--- src/rtl/m_axi_read_pkg.sv ---
// ---------------------------------------------------------------------------
// m_axi_read_pkg
//   Shared constants for the AXI4 read master: burst and response codes, the
//   4KB page size and the burst-splitting FSM state encoding.
//   No ports (package).
// ---------------------------------------------------------------------------
package m_axi_read_pkg;

  // AXI burst type codes
  localparam logic [1:0] BURST_FIXED = 2'b00;
  localparam logic [1:0] BURST_INCR  = 2'b01;

  // AXI response code for a clean transfer
  localparam logic [1:0] RESP_OKAY   = 2'b00;

  // Bursts may never cross this byte boundary
  localparam int unsigned PAGE_BYTES = 4096;

  typedef enum logic [1:0] {
    ST_IDLE  = 2'd0,
    ST_CALC  = 2'd1,
    ST_ISSUE = 2'd2
  } state_e;

  // Anything other than OKAY counts as an error beat
  function automatic logic resp_is_err(input logic [1:0] resp);
    return (resp != RESP_OKAY);
  endfunction

endpackage

--- src/rtl/m_axi_read_burst_calc.sv ---
// ---------------------------------------------------------------------------
// m_axi_read_burst_calc
//   Burst sizing stage. When calc_en is high it registers the length of the
//   next AR burst (capped by remaining beats, the max burst length and, for
//   non-FIXED bursts, the distance to the next 4KB page) together with the
//   AR len field and the address the following burst will start at.
// Ports:
//   clk, rst          clock, asynchronous active-high reset
//   calc_en           load the results this cycle
//   addr              current burst start address
//   beats_left        beats still to be requested (33-bit)
//   size, burst       AXI size / burst of the request
//   blen              registered beats in this burst (1..MAX_BURST_LEN)
//   arlen             registered blen-1
//   next_addr         registered start address of the following burst
// ---------------------------------------------------------------------------
module m_axi_read_burst_calc
  import m_axi_read_pkg::*;
#(
  parameter int AWIDTH        = 64,
  parameter int MAX_BURST_LEN = 256
) (
  input  logic              clk,
  input  logic              rst,
  input  logic              calc_en,
  input  logic [AWIDTH-1:0] addr,
  input  logic [32:0]       beats_left,
  input  logic [2:0]        size,
  input  logic [1:0]        burst,
  output logic [8:0]        blen,
  output logic [7:0]        arlen,
  output logic [AWIDTH-1:0] next_addr
);

  logic [12:0]       page_room_s;
  logic [12:0]       rem_s;
  logic [8:0]        cap_len_s;
  logic [8:0]        blen_s;
  logic [AWIDTH-1:0] next_addr_s;
  logic [8:0]        blen_r;
  logic [7:0]        arlen_r;
  logic [AWIDTH-1:0] next_addr_r;

  // Burst length: min(beats_left, max burst, beats to page end)
  always_comb begin
    page_room_s = 13'(PAGE_BYTES) - {1'b0, addr[11:0]};
    // An unaligned start near the page end can shift down to zero; still
    // issue one beat so the transfer makes progress.
    rem_s       = ((page_room_s >> size) == 13'd0) ? 13'd1 : (page_room_s >> size);
    cap_len_s   = (beats_left > 33'(MAX_BURST_LEN)) ? 9'(MAX_BURST_LEN) : beats_left[8:0];
    if ((burst != BURST_FIXED) && ({4'd0, cap_len_s} > rem_s)) begin
      blen_s = rem_s[8:0];
    end else begin
      blen_s = cap_len_s;
    end
    if (burst == BURST_INCR) begin
      next_addr_s = addr + (AWIDTH'(blen_s) << size);
    end else begin
      next_addr_s = addr;
    end
  end

  // Result registers, loaded once per CALC cycle
  always_ff @(posedge clk or posedge rst) begin
    if (rst) begin
      blen_r      <= 9'd0;
      arlen_r     <= 8'd0;
      next_addr_r <= '0;
    end else if (calc_en) begin
      blen_r      <= blen_s;
      arlen_r     <= 8'(blen_s - 9'd1);
      next_addr_r <= next_addr_s;
    end
  end

  assign blen      = blen_r;
  assign arlen     = arlen_r;
  assign next_addr = next_addr_r;

endmodule

--- src/rtl/m_axi_read.sv ---
// ---------------------------------------------------------------------------
// m_axi_read
//   AXI4 read master. Accepts one core read request and splits it into AR
//   bursts of at most AXI_MAX_BURST_LEN beats that never cross a 4KB page
//   (FIXED bursts ignore the page cap). At most MAX_OUTSTANDING bursts are
//   in flight. R beats pass through a 2**RFIFO_LOGDEPTH entry FIFO to the
//   core; core_read_done pulses on dequeue of the final beat.
// Optional feature macro: M_AXI_READ_RRESP_CHECK_EN
//   defined   : core_read_resp_err is a sticky flag set by any non-OKAY
//               R beat, cleared on reset or on the next request fire.
//   undefined : core_read_resp_err is tied to 0, m_rresp is ignored.
// Ports:
//   clk, rst                     clock, asynchronous active-high reset
//   m_ar*                        AXI AR channel (id constant 0)
//   m_r*                         AXI R channel (rid ignored)
//   core_read_request_*          request handshake
//   core_read_addr/len/size/burst request fields (len = total beats-1)
//   core_read_data*              beat stream to the core
//   core_read_done               1-cycle pulse on final beat dequeue
//   core_read_resp_err           sticky response error flag
// ---------------------------------------------------------------------------
module m_axi_read
  import m_axi_read_pkg::*;
#(
  parameter int AXI_AWIDTH        = 64,
  parameter int AXI_DWIDTH        = 64,
  parameter int AXI_MAX_BURST_LEN = 256,
  parameter int MAX_OUTSTANDING   = 4,
  parameter int RFIFO_LOGDEPTH    = 3
) (
  input  logic                  clk,
  input  logic                  rst,
  output logic [3:0]            m_arid,
  output logic [AXI_AWIDTH-1:0] m_araddr,
  output logic                  m_arvalid,
  input  logic                  m_arready,
  output logic [7:0]            m_arlen,
  output logic [2:0]            m_arsize,
  output logic [1:0]            m_arburst,
  input  logic [3:0]            m_rid,
  input  logic [AXI_DWIDTH-1:0] m_rdata,
  input  logic [1:0]            m_rresp,
  input  logic                  m_rvalid,
  input  logic                  m_rlast,
  output logic                  m_rready,
  input  logic                  core_read_request_valid,
  output logic                  core_read_request_ready,
  input  logic [AXI_AWIDTH-1:0] core_read_addr,
  input  logic [31:0]           core_read_len,
  input  logic [2:0]            core_read_size,
  input  logic [1:0]            core_read_burst,
  output logic [AXI_DWIDTH-1:0] core_read_data,
  output logic                  core_read_data_valid,
  input  logic                  core_read_data_ready,
  output logic                  core_read_done,
  output logic                  core_read_resp_err
);

  localparam int OUT_W = $clog2(MAX_OUTSTANDING + 1);
  localparam int PTR_W = RFIFO_LOGDEPTH;
  localparam int CNT_W = RFIFO_LOGDEPTH + 1;
  localparam int DEPTH = 1 << RFIFO_LOGDEPTH;
  localparam logic [OUT_W-1:0] OUT_ONE  = OUT_W'(1);
  localparam logic [OUT_W-1:0] OUT_MAX  = OUT_W'(MAX_OUTSTANDING);
  localparam logic [PTR_W-1:0] PTR_ONE  = PTR_W'(1);
  localparam logic [CNT_W-1:0] CNT_ONE  = CNT_W'(1);
  localparam logic [CNT_W-1:0] CNT_FULL = CNT_W'(DEPTH);

  state_e                  state_r, state_s;
  logic                    out_en_r;
  logic [AXI_AWIDTH-1:0]   addr_r;
  logic [32:0]             beats_left_r;
  logic [32:0]             total_r;
  logic [32:0]             delivered_r;
  logic [2:0]              size_r;
  logic [1:0]              burst_r;
  logic                    busy_r;
  logic [OUT_W-1:0]        outstanding_r;

  logic [8:0]              blen_s;
  logic [7:0]              arlen_s;
  logic [AXI_AWIDTH-1:0]   next_addr_s;
  logic                    calc_en_s;
  logic                    arvalid_s;
  logic                    req_fire_s;
  logic                    ar_fire_s;
  logic                    r_fire_s;
  logic                    r_last_fire_s;
  logic                    deq_fire_s;
  logic                    final_beat_s;

  logic [AXI_DWIDTH-1:0]   rfifo_mem_r [DEPTH];
  logic [PTR_W-1:0]        wr_ptr_r, rd_ptr_r;
  logic [CNT_W-1:0]        count_r;

  // out_en_r holds the handshake outputs low while reset is applied
  assign core_read_request_ready = out_en_r && (state_r == ST_IDLE) &&
                                   (outstanding_r == '0) && (beats_left_r == 33'd0) &&
                                   !busy_r;
  assign m_rready             = out_en_r && (count_r != CNT_FULL);
  assign core_read_data_valid = (count_r != '0);
  assign core_read_data       = rfifo_mem_r[rd_ptr_r];

  assign req_fire_s    = core_read_request_valid && core_read_request_ready;
  assign ar_fire_s     = m_arvalid && m_arready;
  assign r_fire_s      = m_rvalid && m_rready;
  assign r_last_fire_s = r_fire_s && m_rlast;
  assign deq_fire_s    = core_read_data_valid && core_read_data_ready;
  assign final_beat_s  = busy_r && (delivered_r == (total_r - 33'd1));
  assign core_read_done = deq_fire_s && final_beat_s;

  assign m_arid    = 4'd0;
  assign m_araddr  = addr_r;
  assign m_arlen   = arlen_s;
  assign m_arsize  = size_r;
  assign m_arburst = burst_r;
  assign m_arvalid = arvalid_s;

  m_axi_read_burst_calc #(
    .AWIDTH        (AXI_AWIDTH),
    .MAX_BURST_LEN (AXI_MAX_BURST_LEN)
  ) u_burst_calc (
    .clk        (clk),
    .rst        (rst),
    .calc_en    (calc_en_s),
    .addr       (addr_r),
    .beats_left (beats_left_r),
    .size       (size_r),
    .burst      (burst_r),
    .blen       (blen_s),
    .arlen      (arlen_s),
    .next_addr  (next_addr_s)
  );

  // FSM state register
  always_ff @(posedge clk or posedge rst) begin
    if (rst) begin
      state_r <= ST_IDLE;
    end else begin
      state_r <= state_s;
    end
  end

  // FSM next state and AR-side outputs
  always_comb begin
    state_s   = state_r;
    calc_en_s = 1'b0;
    arvalid_s = 1'b0;
    case (state_r)
      ST_IDLE: begin
        state_s = req_fire_s ? ST_CALC : ST_IDLE;
      end
      ST_CALC: begin
        calc_en_s = 1'b1;
        state_s   = ST_ISSUE;
      end
      ST_ISSUE: begin
        arvalid_s = (outstanding_r < OUT_MAX);
        if (arvalid_s && m_arready) begin
          state_s = (beats_left_r == 33'(blen_s)) ? ST_IDLE : ST_CALC;
        end else begin
          state_s = ST_ISSUE;
        end
      end
      default: begin
        state_s = ST_IDLE;
      end
    endcase
  end

  // Request latch, burst address/beat bookkeeping and delivered-beat count
  always_ff @(posedge clk or posedge rst) begin
    if (rst) begin
      out_en_r     <= 1'b0;
      addr_r       <= '0;
      beats_left_r <= 33'd0;
      total_r      <= 33'd0;
      delivered_r  <= 33'd0;
      size_r       <= 3'd0;
      burst_r      <= 2'd0;
      busy_r       <= 1'b0;
    end else begin
      out_en_r <= 1'b1;
      if (req_fire_s) begin
        addr_r       <= core_read_addr;
        beats_left_r <= {1'b0, core_read_len} + 33'd1;
        total_r      <= {1'b0, core_read_len} + 33'd1;
        delivered_r  <= 33'd0;
        size_r       <= core_read_size;
        burst_r      <= core_read_burst;
        busy_r       <= 1'b1;
      end else begin
        if (ar_fire_s) begin
          addr_r       <= next_addr_s;
          beats_left_r <= beats_left_r - 33'(blen_s);
        end
        if (deq_fire_s) begin
          delivered_r <= delivered_r + 33'd1;
          if (final_beat_s) begin
            busy_r <= 1'b0;
          end
        end
      end
    end
  end

  // Bursts in flight: AR accepted but RLAST not yet seen
  always_ff @(posedge clk or posedge rst) begin
    if (rst) begin
      outstanding_r <= '0;
    end else begin
      case ({ar_fire_s, r_last_fire_s})
        2'b10:   outstanding_r <= outstanding_r + OUT_ONE;
        2'b01:   outstanding_r <= (outstanding_r != '0) ? (outstanding_r - OUT_ONE) : outstanding_r;
        default: outstanding_r <= outstanding_r;
      endcase
    end
  end

  // R data FIFO storage (contents need no reset; count_r gates validity)
  always_ff @(posedge clk) begin
    if (r_fire_s) begin
      rfifo_mem_r[wr_ptr_r] <= m_rdata;
    end
  end

  // R data FIFO pointers and occupancy
  always_ff @(posedge clk or posedge rst) begin
    if (rst) begin
      wr_ptr_r <= '0;
      rd_ptr_r <= '0;
      count_r  <= '0;
    end else begin
      if (r_fire_s) begin
        wr_ptr_r <= wr_ptr_r + PTR_ONE;
      end
      if (deq_fire_s) begin
        rd_ptr_r <= rd_ptr_r + PTR_ONE;
      end
      case ({r_fire_s, deq_fire_s})
        2'b10:   count_r <= count_r + CNT_ONE;
        2'b01:   count_r <= count_r - CNT_ONE;
        default: count_r <= count_r;
      endcase
    end
  end

`ifdef M_AXI_READ_RRESP_CHECK_EN
  logic resp_err_r;
  logic unused_s;

  // Sticky error flag, re-armed by each new request
  always_ff @(posedge clk or posedge rst) begin
    if (rst) begin
      resp_err_r <= 1'b0;
    end else if (req_fire_s) begin
      resp_err_r <= 1'b0;
    end else if (r_fire_s && resp_is_err(m_rresp)) begin
      resp_err_r <= 1'b1;
    end
  end

  assign core_read_resp_err = resp_err_r;
  assign unused_s           = ^m_rid;
`else
  logic unused_s;

  assign core_read_resp_err = 1'b0;
  assign unused_s           = ^{m_rid, m_rresp};
`endif

endmodule

--- config.mk ---
export PLATFORM = sky130hd
export DESIGN_NAME = m_axi_read
export DESIGN_NICKNAME = d
export VERILOG_FILES = /design/src/rtl/m_axi_read_pkg.sv /design/src/rtl/m_axi_read_burst_calc.sv /design/src/rtl/m_axi_read.sv
export SDC_FILE = /design/constraint.sdc
export NUM_CORES = 1
export LEC_CHECK = 0
export ABC_AREA = 0
export CAP_MARGIN = 20
export CORE_ASPECT_RATIO = 1.75
export CORE_UTILIZATION = 60
export DETAILED_ROUTE_END_ITERATION = 10
export PLACE_DENSITY_LB_ADDON = 0.08
export SLEW_MARGIN = 20
export SYNTH_ARGS = -nofsm -noshare
export SYNTH_HDL_FRONTEND = slang
export SYNTH_SLANG_ARGS = --single-unit
--- constraint.sdc ---
create_clock -name clk -period 14.42 [get_ports clk]
set_input_delay 2.163 -clock clk [delete_from_list [all_inputs] [get_ports clk]]
set_output_delay 2.163 -clock clk [all_outputs]
set_load 0.005 [all_outputs]
### Yosys cells after proc, flatten, opt, wreduce, memory -nomap -nowiden

Memory sizes are Yosys's and may differ from the RTL's.
Cells that the tools add are included.

* add/sub/neg operators: 13
* magnitude comparators: 3
* eq/ne operators: 11
* shift-type cells: 2
* muxes and demuxes: 24
* reductions and logical operators: 29

Operators with widths (count)
* 2-to-1 mux 64 bit: 3
* 2-to-1 mux 33 bit: 4
* adder 64 bit: 1
* << shifter 9 x 3 -> 64 bit: 1
* adder 32 x 1 -> 33 bit, second input constant: 1
* adder 33 x 1 -> 33 bit, second input constant: 1
* equality test 33 bit: 1
* equality test 33 x 9 -> 1 bit: 1
* > comparator 33 x 9 -> 1 bit, second input constant: 1
* logical NOT 33 bit: 1
* subtractor 33 x 1 -> 33 bit, second input constant: 1
* subtractor 33 x 9 -> 33 bit: 1
* 2-to-1 mux 9 bit: 2
* logical AND 1 bit: 14
* > comparator 9 x 13 -> 1 bit: 1
* logical NOT 13 bit: 1
* 2-to-1 mux 13 bit: 1
* right shift 13 x 3 -> 13 bit: 1
* subtractor 13 x 12 -> 13 bit, first input constant: 1
* nonzero test 2 bit: 6
* adder 3 x 1 -> 3 bit, second input constant: 3
* 2-to-1 mux 1 bit: 9
* equality test 2 x 1 -> 1 bit, second input constant: 4
* case mux 4 bit (2 select lines): 1
* 18 further kinds: 21

* register bits after elaboration: 266
* bits in writable memories: 512
* input port bits: 178
* output and inout port bits: 151
* memories kept: 1

Memory list
* rfifo_mem_r: words 8, bits a word 64, rd ports 1, clocked after memory_dff 0, wr ports 1, RTL line m_axi_read.sv:92 `logic [AXI_DWIDTH-1:0] rfifo_mem_r [DEPTH];`

### Longest topological paths before layout

* depth in word-level cells: 10
* depth in mapped cells: 35
* depth with buffers taken out: 32

### Modules after synthesis

From an unflattened synthesis, not the netlist that was laid out.

* cell total of the unflattened synthesis: 2823
* area total of the unflattened synthesis: 36784.0 sq um

By module, submodules not included
* m_axi_read: instances 1, cells each 1936, area an instance 29702.2 sq um
* m_axi_read_burst_calc: instances 1, cells each 887, area an instance 7081.8 sq um

### Worst setup path before layout

OpenSTA, ideal clock, no wires.

* kind: input -> register
* start point: input port m_rvalid
* end point: memory rfifo_mem_r[0][0], enable pin
* library setup time: 0.565 ns
* arrival time: 6.900 ns
* slack: 6.956 ns
* stages on the path: 3
* cells stage by stage: and2_0 nand2b_1 nor3_1

* cells in the longest elaborated chain, start to end: 3

Ends and longest elaborated chain
* start: declaration: RTL line m_axi_read.sv:43 `input logic m_rvalid,`
* logical AND 1 bit: RTL line m_axi_read.sv:106 `assign r_fire_s = m_rvalid && m_rready;`
* 2-to-1 mux 1 bit: RTL line m_axi_read.sv:222 `if (r_fire_s) begin`
* 2-to-1 mux 1 bit (not written as such): RTL line m_axi_read.sv:223 `rfifo_mem_r[wr_ptr_r] <= m_rdata;`
* end: declaration: RTL line m_axi_read.sv:92

Every way passes these cells.

### Final worst setup path

* start point: register addr_r[5], in the netlist m_araddr[5]
* end point: register u_burst_calc.next_addr_r[63], in the netlist u_burst_calc.next_addr[63]

* cells in the longest elaborated chain, start to end: 10

Ends and longest elaborated chain
* start: declaration: RTL line m_axi_read.sv:71 `logic [AXI_AWIDTH-1:0] addr_r;`
* start signal: assignment: RTL line m_axi_read.sv:185 `addr_r <= core_read_addr;`
* start signal: assignment: RTL line m_axi_read.sv:194 `addr_r <= next_addr_s;`
* subtractor 13 x 12 -> 13 bit: RTL line m_axi_read_burst_calc.sv:46 `page_room_s = 13'(PAGE_BYTES) - {1'b0, addr[11:0]};`
* right shift 13 x 3 -> 13 bit: RTL line m_axi_read_burst_calc.sv:49 `rem_s = ((page_room_s >> size) == 13'd0) ? 13'd1 : (page_room_s >> size);`
* logical NOT 13 bit: RTL line m_axi_read_burst_calc.sv:49
* 2-to-1 mux 13 bit: RTL line m_axi_read_burst_calc.sv:49
* > comparator 9 x 13 -> 1 bit: RTL line m_axi_read_burst_calc.sv:51 `if ((burst != BURST_FIXED) && ({4'd0, cap_len_s} > rem_s)) begin`
* logical AND 1 bit: RTL line m_axi_read_burst_calc.sv:51
* 2-to-1 mux 9 bit: RTL line m_axi_read_burst_calc.sv:51
* << shifter 9 x 3 -> 64 bit: RTL line m_axi_read_burst_calc.sv:57 `next_addr_s = addr + (AWIDTH'(blen_s) << size);`
* adder 64 bit (*): RTL line m_axi_read_burst_calc.sv:57
* 2-to-1 mux 64 bit (*): RTL line m_axi_read_burst_calc.sv:56 `if (burst == BURST_INCR) begin`
* end signal: assignment: RTL line m_axi_read_burst_calc.sv:72 `next_addr_r <= next_addr_s;`
* end: declaration: RTL line m_axi_read_burst_calc.sv:42 `logic [AWIDTH-1:0] next_addr_r;`

Mark *: on every way between the ends. The rest lies on a longest branch, timed or not.
A chain may end at the register's enable or synchronous reset.

==> impl_metrics.toml <==
[status]
outcome = "completed"

[setup_path]
reg2regPathDepth = 24
worstReg2RegStart = "m_araddr[5]"
start_kind = "flop"
crit_path_end_kind = "flop"
cp.arrival_ps = 9810
cp.required_ps = 14880
r2r-end = "u_burst_calc.next_addr[63]"
r2r_slack_ps = 5070
cp-endpoint = "u_burst_calc.next_addr[63]"
critPathLaunch = "m_araddr[5]"
crit_fanout = 17
critPathKind = "reg2reg"

[cells_and_area]
multiInputGateArea_um2 = 13300
nFillCells = 4013
area_growth_pct = 17.3
fin_util_pct = 71.3
final_nets = 3280
drive_above_1_share_pct = 11.9
ff_latch_area_um2 = 22000

[sta]
slew_viol_final = 0
tightest_slew_ps = 1200
fmax_mhz = 107
hold_viol_final = 0
setup_tns_ps = 0
rsz0062_at_grt = "no"
setup_viol = 0
timing.slew.headroom_pct = 19.2
min_period_ps = 9350
skew_ps = 25.3
final.period_utilization_pct = 64.8

[synth]
ys_seq_area_share_pct = 61.2
synth_top_flop_cell = "edfxtp_1"
yosys_warnings = 0
netlist_area_um2 = 36000
synth_edf_count = 512
post-synth-top-area-cell = "edfxtp_1"
avgSynthCellArea_um2 = 13.0
synth_cell_types = 81
ys_seq_elements = 778
ys_top_cells_by_count = "edfxtp_1, nand2_1, dfrtp_1"
yosys-top-cells-area = "edfxtp_1, dfrtp_1, mux4_2"
yosysTopAreaCellShare_pct = 42.7
synth_cells = 2764
yosysMostFrequentCell = "edfxtp_1"
synthArstFlopShare_pct = 34.2

[routing]
drtIter0Drc = 1967
avgViaCountPerCell = 6.12
drc = 0
vias = 23800
drt_wl_total_mm = 90.5
ant_nets = 0
wl_per_cell_um = 23.3
dr.pass1.iters = 5

[floorplan]
io_pins = 329
dieArea_um2 = 61000
start_util_pct = 60.8
core_um2 = 59200
rows = 118
die_y_um = 326
die_w_um = 187

[grt]
met1_usage_pct = 35.2
first_global_vias = 24300
antenna_found_initial = 14
grt_use_total_pct = 30.0
grtUsageMet3_pct = 6.91
grt_pass1_wl_mm = 139
grt-ovfl-total = 0
top_usage_layer = "met2"
grt_max_degree = 128
use_met2_pct = 51.7

[pwr]
peakVddDrop_mv = 0.186
power_density_nw_per_um2 = 155
leakage_nw = 15.7

[clocking]
cts_htree_levels = 3
cts_buffers = 71
cts_hold_buf = 0
clkTransAtPathRegs_ps = 60
cts_tree = "done"
cts_resized = 0
post_cts_buffers = 0
cts.path.max_buffers = 3
clock_sinks = 778
clock_latency_ps = 620
cts-root-buf = "clkbuf_16"

[placed_design]
hpwlAfterDp_mm = 59.1
gp_congestion = 0.952
port_buffers = 317

[flow_run]
cap_violations = 0

[min_path]
hold_depth = 2
hold_class = "reg2reg"
## cell families (layout without fill, tap and decap cells)
family	after synthesis	after routing	synth area share (%)
compound gates	384	384	6.91
other cells	2	14	0.0209
mux	234	234	11.3
xor+xnor	202	202	4.92
buf+inv	205	542	2.25
flops	778	778	61.2
simple gates	911	911	11.6
fa+ha+maj	48	48	1.75
## per-stage QoR
step	setup WS, ps	std cells	power, mW	instance area [um2]	hold WS [ps]
6_report	5070	3893	6.56	42200	479
5_1_grt	4710	3893	6.84	42200	499
4_1_cts	5270	3884	6.60	42200	484
3_5_place_dp	5300	3760	4.77	40000	470
3_3_place_gp	5340	3760	4.71	40000	457
2_1_floorplan	4930	2768	3.98	36000	441
## routing by layer
metal | part of all wire [%] | up-vias | wire length (um)
li1 | - | 10800 | -
met1 | 37 | 11900 | 33500
met2 | 51 | 924 | 46600
met3 | 7.1 | 212 | 6440
met4 | 4.4 | 12 | 3960
met5 | 0.082 | - | 74
## worst min path at each step
stage | from | endpoint
after floorplan | beats_left_r[19] | beats_left_r[19]
after global placement | beats_left_r[19] | beats_left_r[19]
after detailed placement | u_burst_calc.arlen[4] | u_burst_calc.arlen[4]
after CTS | u_burst_calc.next_addr[44] | u_burst_calc.next_addr[44]
after global routing | u_burst_calc.next_addr[41] | u_burst_calc.next_addr[41]
final | u_burst_calc.next_addr[44] | u_burst_calc.next_addr[44]
## power breakdown
part	internal, mW	total, mW	switching, mW
logic	1.03	1.92	0.884
clock network	1.02	1.82	0.804
registers	2.59	2.81	0.222
total	4.65	6.56	1.91
## cell usage in the layout (no fill, tap or decap), types with 8 or more instances in the layout
cell	n
o31ai_1	10
buf_4	38
a21o_1	13
nand4_1	33
dfrtp_1	263
mux2_2	70
o21ai_0	131
diode_2	8
nand3_1	58
or4_1	11
nand2b_1	11
nor3b_1	9
nor3_1	52
nor2_1	197
clkinv_1	12
edfxtp_1	512
clkbuf_16	72
xor2_1	76
nand2_1	395
clkdlybuf4s50_1	317
mux4_2	131
xnor2_1	126
ha_1	44
clkbuf_1	19
and3_1	27
a22oi_1	65
a31oi_1	12
nor2b_1	13
and2_1	12
and4_1	12
or3_1	11
nor4_1	26
a21oi_1	62
inv_1	59
mux2i_1	32
a211oi_1	8
## critical path, stage by stage, from the launching register on
cell       delay (ps)
dfrtp_1           590
or4_1             830
o41ai_1           890
nand2_1           230
o221a_2           340
or2_2             310
ha_1              330
o21ai_0           100
a211oi_1          270
a221oi_1          150
a211oi_4          680
mux2i_1           630
nor2_1             80
a2111oi_0         850
ha_1              290
a21o_1             80
a21o_1            170
a2111oi_0         110
o21bai_1          320
a21oi_1           180
a31oi_1           590
nand2b_1          330
nor3_1            570
xnor2_1           180
o21ai_0            80
## state kept, by name, summed over array words and instances (netlist names), 8 cells and up
| name | count |
|---|---|
| m_araddr | 64 |
| u_burst_calc.next_addr | 64 |
| u_burst_calc.arlen | 8 |
| total_r | 33 |
| delivered_r | 33 |
| beats_left_r | 33 |
| u_burst_calc.blen | 9 |
| rfifo_mem_r | 512 |
## cell type report
class / count / share of cell area [%]
clock buffer: 96 / 4.60
sequential: 778 / 52.2
antenna: 8 / 0.0474
clock inverter: 28 / 0.628
timing repair buffer: 356 / 8.25
tap: 780 / 2.31
multi-input combinational: 1785 / 31.4
inverter: 62 / 0.569
Power figures use the tool's default switching activity.
